[config.mk]
export PLATFORM = sky130hd
export DESIGN_NAME = amo_sequencer
export DESIGN_NICKNAME = d
export VERILOG_FILES = /design/src/rtl/amo_pkg.sv /design/src/rtl/amo_alu.sv /design/src/rtl/amo_sequencer.sv
export SDC_FILE = /design/constraint.sdc
export NUM_CORES = 1
export LEC_CHECK = 0
export BUFFER_PORTS_ARGS = -buffer_cell sky130_fd_sc_hd__buf_2
export CORE_MARGIN = 5
export CORE_UTILIZATION = 40
export CTS_BUF_LIST = sky130_fd_sc_hd__clkbuf_4
export DETAILED_ROUTE_END_ITERATION = 10
export PLACE_DENSITY_LB_ADDON = 0.12
export SETUP_SLACK_MARGIN = 0.2
export SLEW_MARGIN = 20
export SYNTH_ARGS = -nofsm -noshare
export SYNTH_HDL_FRONTEND = slang
export SYNTH_SLANG_ARGS = --single-unit
[constraint.sdc]
create_clock -name clk -period 11.7 [get_ports clk]
set_clock_uncertainty 0.1 [all_clocks]
set_input_delay 2.34 -clock clk [delete_from_list [all_inputs] [get_ports clk]]
set_output_delay 2.34 -clock clk [all_outputs]
set_load 0.005 [all_outputs]
[src/rtl/amo_pkg.sv]
// Shared definitions for the atomic (A-extension) sequencer: operation
// encodings, FSM states and the word-address boundary.
package amo_pkg;

  // Byte-offset bits below the word address.
  localparam int WORD_LSB = 2;

  // instr[31:27] encodings of the supported atomic operations.
  typedef enum logic [4:0] {
    AMO_ADD  = 5'b00000,
    AMO_SWAP = 5'b00001,
    AMO_LR   = 5'b00010,
    AMO_SC   = 5'b00011,
    AMO_XOR  = 5'b00100,
    AMO_OR   = 5'b01000,
    AMO_AND  = 5'b01100,
    AMO_MIN  = 5'b10000,
    AMO_MAX  = 5'b10100,
    AMO_MINU = 5'b11000,
    AMO_MAXU = 5'b11100
  } amo_op_t;

  typedef enum logic [1:0] {
    IDLE  = 2'd0,
    READ  = 2'd1,
    WRITE = 2'd2,
    DONE  = 2'd3
  } state_t;

  // True for every funct5 the sequencer knows how to execute.
  function automatic logic funct5_legal(input logic [4:0] f);
    logic ok;
    case (f)
      AMO_ADD, AMO_SWAP, AMO_LR, AMO_SC, AMO_XOR, AMO_OR, AMO_AND,
      AMO_MIN, AMO_MAX, AMO_MINU, AMO_MAXU: ok = 1'b1;
      default:                              ok = 1'b0;
    endcase
    return ok;
  endfunction

endpackage

[src/rtl/amo_alu.sv]
// Combinational read-modify-write operator: computes the value an AMO
// stores back from the old memory word and rs2.
module amo_alu
  import amo_pkg::*;
#(
  parameter int DATA_WIDTH = 32
) (
  input  logic [4:0]            funct5,
  input  logic [DATA_WIDTH-1:0] old_val,
  input  logic [DATA_WIDTH-1:0] rs2_val,
  output logic [DATA_WIDTH-1:0] new_val
);

  logic lt_signed;
  logic lt_unsigned;

  assign lt_signed   = $signed(old_val) < $signed(rs2_val);
  assign lt_unsigned = old_val < rs2_val;

  // Select the stored value; LR/SC and illegal codes never reach a write
  // through this path, so they simply pass the old word.
  always_comb begin
    new_val = old_val;
    case (funct5)
      AMO_SWAP: new_val = rs2_val;
      AMO_ADD:  new_val = old_val + rs2_val;
      AMO_XOR:  new_val = old_val ^ rs2_val;
      AMO_AND:  new_val = old_val & rs2_val;
      AMO_OR:   new_val = old_val | rs2_val;
      AMO_MIN:  new_val = lt_signed   ? old_val : rs2_val;
      AMO_MAX:  new_val = lt_signed   ? rs2_val : old_val;
      AMO_MINU: new_val = lt_unsigned ? old_val : rs2_val;
      AMO_MAXU: new_val = lt_unsigned ? rs2_val : old_val;
      default:  new_val = old_val;
    endcase
  end

endmodule

[src/rtl/amo_sequencer.sv]
// Multi-cycle sequencer for LR.W / SC.W / AMO*.W beside the MEM stage.
// Issues the read and/or write to data memory, keeps the LR reservation
// and stalls the pipeline until the rd result is ready.
//
// Memory handshake: mem_req_o is the request valid, mem_ready_i the
// accept/complete. A request completes in a cycle where both are high.
// While mem_req_o=1 and mem_ready_i=0, mem_addr_o, mem_we_o and
// mem_wdata_o hold their values (all are driven from registers captured
// before the request starts). mem_req_o is high only in READ and WRITE.
module amo_sequencer
  import amo_pkg::*;
#(
  parameter int DATA_WIDTH = 32,
  parameter int ADDR_WIDTH = 32
) (
  input  logic                  clk,
  input  logic                  reset,
  input  logic                  start_i,
  input  logic [4:0]            funct5_i,
  input  logic [ADDR_WIDTH-1:0] addr_i,
  input  logic [DATA_WIDTH-1:0] rs2_data_i,
  input  logic [DATA_WIDTH-1:0] mem_rdata_i,
  input  logic                  mem_ready_i,
  input  logic                  snoop_we_i,
  input  logic [ADDR_WIDTH-1:0] snoop_addr_i,
  output logic                  mem_req_o,
  output logic                  mem_we_o,
  output logic [ADDR_WIDTH-1:0] mem_addr_o,
  output logic [DATA_WIDTH-1:0] mem_wdata_o,
  output logic                  stall_o,
  output logic                  done_o,
  output logic [DATA_WIDTH-1:0] result_o,
  output logic                  illegal_o,
  output logic                  misaligned_o,
  output logic [1:0]            dbg_state_o,
  output logic                  dbg_resv_valid_o
);

  localparam int WW = ADDR_WIDTH - WORD_LSB;

  state_t                state_q, state_d;
  logic [4:0]            op_q;
  logic [WW-1:0]         addr_word_q;
  logic [DATA_WIDTH-1:0] rs2_q;
  logic [DATA_WIDTH-1:0] old_q;
  logic [DATA_WIDTH-1:0] result_q;
  logic                  illegal_q;
  logic                  misaligned_q;
  logic                  resv_valid_q;
  logic [WW-1:0]         resv_word_q;

  logic [WW-1:0]         in_word;
  logic [WW-1:0]         snoop_word;
  logic                  in_misaligned;
  logic                  in_illegal;
  logic                  in_reject;
  logic                  in_is_sc;
  logic                  sc_hit;
  logic [DATA_WIDTH-1:0] alu_out;
  logic                  lr_complete;
  logic                  snoop_hit;
  logic                  amo_write_hit;
  logic                  sc_retire;
  logic                  unused_bits;

  assign in_word       = addr_i[ADDR_WIDTH-1:WORD_LSB];
  assign snoop_word    = snoop_addr_i[ADDR_WIDTH-1:WORD_LSB];
  assign in_misaligned = addr_i[WORD_LSB-1:0] != '0;
  assign in_illegal    = !funct5_legal(funct5_i);
  assign in_reject     = in_misaligned || in_illegal;
  assign in_is_sc      = funct5_i == AMO_SC;
  // A store snooped in the same cycle as the SC start already kills the
  // reservation, so it must not let the SC succeed on the stale flag.
  assign sc_hit        = resv_valid_q && (resv_word_q == in_word) &&
                         !(snoop_we_i && (snoop_word == in_word));
  assign unused_bits   = ^snoop_addr_i[WORD_LSB-1:0];

  amo_alu #(.DATA_WIDTH(DATA_WIDTH)) u_alu (
    .funct5  (op_q),
    .old_val (old_q),
    .rs2_val (rs2_q),
    .new_val (alu_out)
  );

  // State register; an asynchronous reset drops any request immediately.
  always_ff @(posedge clk or posedge reset) begin
    if (reset) state_q <= IDLE;
    else       state_q <= state_d;
  end

  // Next-state and handshake/pipeline outputs.
  always_comb begin
    state_d   = state_q;
    mem_req_o = 1'b0;
    mem_we_o  = 1'b0;
    stall_o   = 1'b0;
    done_o    = 1'b0;
    case (state_q)
      IDLE: begin
        if (start_i) begin
          stall_o = 1'b1;
          if (in_reject)     state_d = DONE;
          else if (in_is_sc) state_d = sc_hit ? WRITE : DONE;
          else               state_d = READ;
        end
      end
      READ: begin
        mem_req_o = 1'b1;
        stall_o   = 1'b1;
        if (mem_ready_i) state_d = (op_q == AMO_LR) ? DONE : WRITE;
      end
      WRITE: begin
        mem_req_o = 1'b1;
        mem_we_o  = 1'b1;
        stall_o   = 1'b1;
        if (mem_ready_i) state_d = DONE;
      end
      DONE: begin
        done_o  = 1'b1;
        state_d = IDLE;
      end
      default: state_d = IDLE;
    endcase
  end

  // Capture the instruction on acceptance and collect read data / result.
  always_ff @(posedge clk or posedge reset) begin
    if (reset) begin
      op_q         <= '0;
      addr_word_q  <= '0;
      rs2_q        <= '0;
      old_q        <= '0;
      result_q     <= '0;
      illegal_q    <= 1'b0;
      misaligned_q <= 1'b0;
    end else begin
      case (state_q)
        IDLE: begin
          if (start_i) begin
            op_q         <= funct5_i;
            addr_word_q  <= in_word;
            rs2_q        <= rs2_data_i;
            illegal_q    <= in_illegal;
            misaligned_q <= in_misaligned;
            // A failed SC reports 1; rejected instructions report 0.
            if (!in_reject && in_is_sc && !sc_hit)
              result_q <= {{(DATA_WIDTH-1){1'b0}}, 1'b1};
            else
              result_q <= '0;
          end
        end
        READ: begin
          if (mem_ready_i) begin
            old_q <= mem_rdata_i;
            if (op_q == AMO_LR) result_q <= mem_rdata_i;
          end
        end
        WRITE: begin
          if (mem_ready_i) result_q <= (op_q == AMO_SC) ? '0 : old_q;
        end
        default: ;
      endcase
    end
  end

  assign lr_complete   = (state_q == READ) && mem_ready_i && (op_q == AMO_LR);
  assign snoop_hit     = snoop_we_i && (snoop_word == resv_word_q);
  assign amo_write_hit = (state_q == WRITE) && mem_ready_i && (op_q != AMO_SC) &&
                         (addr_word_q == resv_word_q);
  assign sc_retire     = (state_q == DONE) && (op_q == AMO_SC);

  // Reservation: set by a completing LR unless a snoop hits that very word
  // in the same cycle; cleared by matching snoops, AMO writes and any SC.
  always_ff @(posedge clk or posedge reset) begin
    if (reset) begin
      resv_valid_q <= 1'b0;
      resv_word_q  <= '0;
    end else if (lr_complete) begin
      resv_word_q  <= addr_word_q;
      resv_valid_q <= !(snoop_we_i && (snoop_word == addr_word_q));
    end else if (snoop_hit || amo_write_hit || sc_retire) begin
      resv_valid_q <= 1'b0;
    end
  end

  assign mem_addr_o       = {addr_word_q, {WORD_LSB{1'b0}}};
  assign mem_wdata_o      = (state_q != WRITE) ? '0 :
                            (op_q == AMO_SC)   ? rs2_q : alu_out;
  assign result_o         = (state_q == DONE) ? result_q : '0;
  assign illegal_o        = (state_q == DONE) && illegal_q;
  assign misaligned_o     = (state_q == DONE) && misaligned_q;
  assign dbg_state_o      = state_q;
  assign dbg_resv_valid_o = resv_valid_q;

endmodule

-- After elaboration in Yosys (flattened, before gate mapping)
Memory sizes are Yosys's and may differ from the RTL's.
Cells that the tools add are included.
- ROM bits: 32
- logic and storage cells: 105
- output and inout port bits: 105
- bits in registers: 166
- memories: 1
- reductions and logical operators: 33
- equal/unequal tests: 25
- $lt $le $gt $ge: 2
- $add $sub $neg: 1
- mux-type cells: 30
- bitwise operators: 3
- memories (name ; depth ; bits a word ; read ports ; clocked after Yosys merged registers in ; wr ports ; RTL line ; RTL):
    (name not given) ; 32 ; 1 ; 1 ; 0 ; 0 ; amo_pkg.sv:33 ; case (f)
- operators by type and width (kind ; count):
    two-way mux 32 bit ; 12
    one-hot mux 32 bit (9 select lines) ; 1
    equality test 30 bit ; 5
    one-hot mux 32 bit (3 select lines) ; 1
    < comparator 32 bit ; 2
    adder 32 bit ; 1
    AND 32 bit ; 1
    bitwise OR 32 bit ; 1
    XOR 32 bit ; 1
    equality test 5 bit (second input constant) ; 4
    equality test 5 x 2 -> 1 bit (second input constant) ; 3
    logical AND 1 bit ; 15
    equality test 5 x 4 -> 1 bit (second input constant) ; 2
    two-way mux 2 bit ; 5
    inequality test 2 bit (second input constant) ; 5
    two-way mux 1 bit ; 9
    one-hot mux 2 bit (4 select lines) ; 1
    equality test 5 x 1 -> 1 bit (second input constant) ; 1
    equality test 5 x 3 -> 1 bit (second input constant) ; 1
    logical NOT 1 bit ; 5
    logical NOT 5 bit ; 1
    inequality test 5 x 2 -> 1 bit (second input constant) ; 1
    AND reduction 5 bit ; 1
    equality test 2 bit (second input constant) ; 2
    9 further kinds ; 13

-- Depth between registers and ports, before layout
- word-level depth: 9
- gate-level depth with buffers: 14

-- By module
From an unflattened synthesis, not the netlist that was laid out.
- cell total of the unflattened synthesis: 1538
- area, all modules: 13767.0 sq um
- by module, submodules not included (module ; seq. area each (sq um) ; area an instance (sq um) ; cells an instance ; instances):
    amo_sequencer ; 4154.0 ; 8958.6 ; 817 ; 1
    amo_alu ; 0.0 ; 4808.4 ; 721 ; 1

-- Worst setup path before layout
OpenSTA, ideal clock, no wires.
- path type: reg2out
- start: register old_q[22]
- end: output port mem_wdata_o[1]
- stages on the path, launching flop included: 14
- required time: 9260 ps
- arrival time: 3035 ps
- path slack: 6225 ps
- path through: dfrtp_1 -> inv_1 -> ha_1 -> buf_6 -> or4_1 -> or3_1 -> nand3_1 -> o31a_2 -> o21a_4 -> o211ai_4 -> o21ai_4 -> buf_6 -> nand2_1 -> a221oi_1
- longest elaborated chain between the ends: 5
- RTL lines (item ; RTL line ; RTL):
    start: declaration ; amo_sequencer.sv:45 ; logic [DATA_WIDTH-1:0] old_q;
    start signal: assignment ; amo_sequencer.sv:154 ; old_q <= mem_rdata_i;
    < comparator 32 bit, on equally long branches ; amo_alu.sv:18, amo_alu.sv:17 ;
    two-way mux 32 bit, on equally long branches ; -- ;
    one-hot mux 32 bit (9 select lines) * ; amo_alu.sv:24 ; case (funct5)
    two-way mux 32 bit * ; amo_sequencer.sv:188 ; (op_q == AMO_SC) ? rs2_q : alu_out;
    two-way mux 32 bit * ; amo_sequencer.sv:187 ; assign mem_wdata_o = (state_q != WRITE) ? '0 :
    end: declaration ; amo_sequencer.sv:29 ; output logic [DATA_WIDTH-1:0] mem_wdata_o,
Every way passes the cells marked *; elsewhere a longest branch is shown, timed or not.

-- Worst setup path in the final report
- start: register old_q[29]
- end: output port mem_wdata_o[8]
The elaborated chain is that of the path after synthesis.

==> impl_results.md <==
- FF+latch area: 4155 um^2
- Die area: 38,020 um^2
- Layout area overhead: 13.51%
- Num CTS Buffers: 17
- Crit path DAT: 4860 ps
- Yosys cell types: 67
- Worst-Margin Slew: 1097 ps
- Worst-Skew Late Latency: 640 ps
- Min-Delay Path Class: reg2reg
- CTS root buffer: clkbuf_4
- Peak Freq: 137.0 MHz
- Post-Syn Area: 13,690 um^2
- Yosys reg bits: 166
- Mean Syn Cell Area: 9.163 um^2
- # setup viols final: 0
- IO Pins: 243
- Layout Utilization: 46.11%
- Final Cell Area: 15,540 um^2
- Final WS setup: 4398 ps
- Asr flop ratio synth: 100.0%
- Initial Utilization: 40.62%
- PortBufs: 238
- Gpl congestion: 0.8944
- Dpl cells: 2,111
- Pint: 2.223 mW
- Post-synth EDFFs: 0
- Final Non-Filler Cells: 2,147
- Register share of total power: 25.8%
- Initial antenna violation count: 8
- Place WS: 4852 ps
- Psw: 2.467 mW
- Dpl hpwl: 34,310 um
- Die W: 195.0 um
- WL/cell: 21.45 um
- Final worst-path cycle share: 62.41%
- Total wire length: 46,060 um
- Total track usage: 23.75%
- Synth Flop Type: dfrtp_1
- Placed Area: 15,230 um^2
- Status: finished, final reports clean
- Maximum VDD drop: 0.1238 mV
- H-tree depth: 4
- Max-slew violations: 0
- LEAKAGE: 7.081 nW
- Core Area: 33,700 um^2
- Switch share: 52.61%
- First-pass GRT wire length: 71,500 um
- Row count: 67
- Maximum fanout along the worst path: 16
- Post-cts hold buffer count: 0
- Pre-antenna DRT Iters: 5
- PD cells: 301.8 nW/um^2
- RSZ-0062 raised after global routing: no
- Setup bufs post-CTS: 0
- Final min period: 7302 ps
- Layout cells sized above 1: 27.54%
- Area occupied by multi-input gates: 8877 um^2
- Synth Instances: 1,494
- Critical path type: reg2out
- Register area share after synthesis: 30.34%
- Final routed DRC violation total: 0
- Largest net degree at the start of global routing: 97
- Crit. End Element: primary output
- Via-to-Cell Ratio: 5.539
- Clk buf depth: 2
- Setup TNS: 0 ps
- Fillers: 3,368
- Total grt overflow: 0
- Number of global-route vias before repair: 12,260
- Final hold viol count: 0
- Ys Warns: 0
- Via count: 11,890
- Clk pwr share: 7.4%
- Startpoint types: flip-flop
- Post-DRT Antenna Nets: 0
- Comb pwr share: 66.9%
- Total clock sinks: 166
- Max Cap Viol: 0
- Final net count: 1,923
- Required @ worst endpoint: 9260 ps
- CTS tree: done
- Pwr Total: 4.690 mW
- Worst slew margin: 26.73%
- Initial DRC count: 642
- Worst hold slack: 388.1 ps
- Die Y: 195.0 um
- Clk slew on worst S/H paths: 160 ps
- Post-CTS sizing: 0
==> layout by cell type, fill, tap and decap left out, drive strengths merged, types with 38 or more instances in the layout <==
master	netlist	routed
buf	20	255
dfrtp	166	166
mux2	148	148
nand2	124	124
o21ai	113	113
xnor2	110	110
ha	101	101
inv	88	94
a21oi	82	82
xor2	65	65
nor2	54	54
and2	41	41
a221oi	38	38
==> Yosys cell counts (all sizes together), types with 6 or more instances <==
library cell / count / area [um^2]
dfrtp: 166 / 4154
mux2: 148 / 1667
nand2: 124 / 465.5
o21ai: 113 / 576.8
xnor2: 110 / 963.4
ha: 101 / 1264
inv: 88 / 330.3
a21oi: 82 / 410.4
clkbuf: 66 / 247.7
xor2: 65 / 569.3
nor2: 54 / 202.7
and2: 41 / 259.0
a221oi: 38 / 432.9
a22oi: 34 / 255.2
nand4: 33 / 206.5
nor4: 22 / 137.6
buf: 20 / 131.4
a211oi: 19 / 147.6
nand3: 17 / 85.08
o221ai: 15 / 131.4
a21o: 12 / 90.09
nor3: 11 / 55.05
a31oi: 9 / 56.30
nand2b: 9 / 56.30
o211ai: 9 / 81.33
o31ai: 8 / 60.06
o21bai: 7 / 52.55
and3: 6 / 37.54
or3: 6 / 37.54
or4: 6 / 45.04
==> power by group through the flow <==
| stage | clock [mW] | sequential, mW | combinational [mW] |
|---|---|---|---|
| after CTS | 0.360 | 1.20 | 3.13 |
| final | 0.345 | 1.21 | 3.14 |
| after global placement | 0 | 1.20 | 3.08 |
| after global routing | 0.381 | 1.25 | 3.47 |
| after detailed placement | 0 | 1.21 | 3.11 |
| after floorplan | 0 | 1.08 | 2.28 |
==> cells by family (layout without fill, tap and decap cells) <==
group                    count (synthesis)  count (layout)  share of synthesized area, %
AO/OA/AOI/OAI                          380             380                         18.90
XOR/XNOR                               175             175                         11.20
adder cells (fa/ha/maj)                102             102                         9.378
buffers and inverters                  175             376                         5.210
flip-flops                             166             166                         30.34
multiplexers                           153             153                         12.63
other                                    1               5                       0.02739
AND/OR/NAND/NOR                        342             342                         12.31
==> cell type report <==
class	count	area share (%)
inverters	89	2.182
clock buffers	19	0.9179
multi-input cells	1154	57.13
clock inverters	13	0.7569
repair buffers	255	8.616
well taps	448	3.607
flip-flops and latches	166	26.74
diodes	3	0.04831
==> sequential cells by signal, summed over array words and instances, names as in the netlist, 2 cells and up <==
name / count
addr_word_q: 30
dbg_state_o: 2
old_q: 32
op_q: 5
result_q: 32
resv_word_q: 30
rs2_q: 32
==> worst max-delay path, stage by stage, from the launching register on <==
cell and delay, ps:
dfrtp_1 540, inv_1 80, ha_1 440, nor2b_1 80
o21ai_0 350, nand2_1 120, or4_1 590, o211ai_1 330
o211ai_4 160, o21ai_4 550, buf_16 240, nand2_1 60
a221oi_1 460, buf_2 210
==> routing by layer <==
layer / vias up / global-route usage [%] / part of all wire, %
met5: - / 0 / 0.17
met4: 10 / 6.491 / 2.0
met3: 50 / 5.652 / 5.7
met2: 327 / 40.86 / 49
met1: 5772 / 29.95 / 43
li1: 5733 / - / -
==> worst paths after layout <==
check                                  end  slack, ps      startpoint  depth (start not counted)
max in group asynchronous  resv_word_q[18]       8180           reset                          3
max                         mem_wdata_o[8]       4400       old_q[29]                         13
max reg2reg                    result_q[0]       8230  dbg_state_o[0]                          7
min                           result_q[19]        390    result_q[19]                          2
min in group asynchronous  addr_word_q[27]       1730           reset                          2
min reg2reg                   result_q[19]        390    result_q[19]                          2
Power figures use the tool's default switching activity.
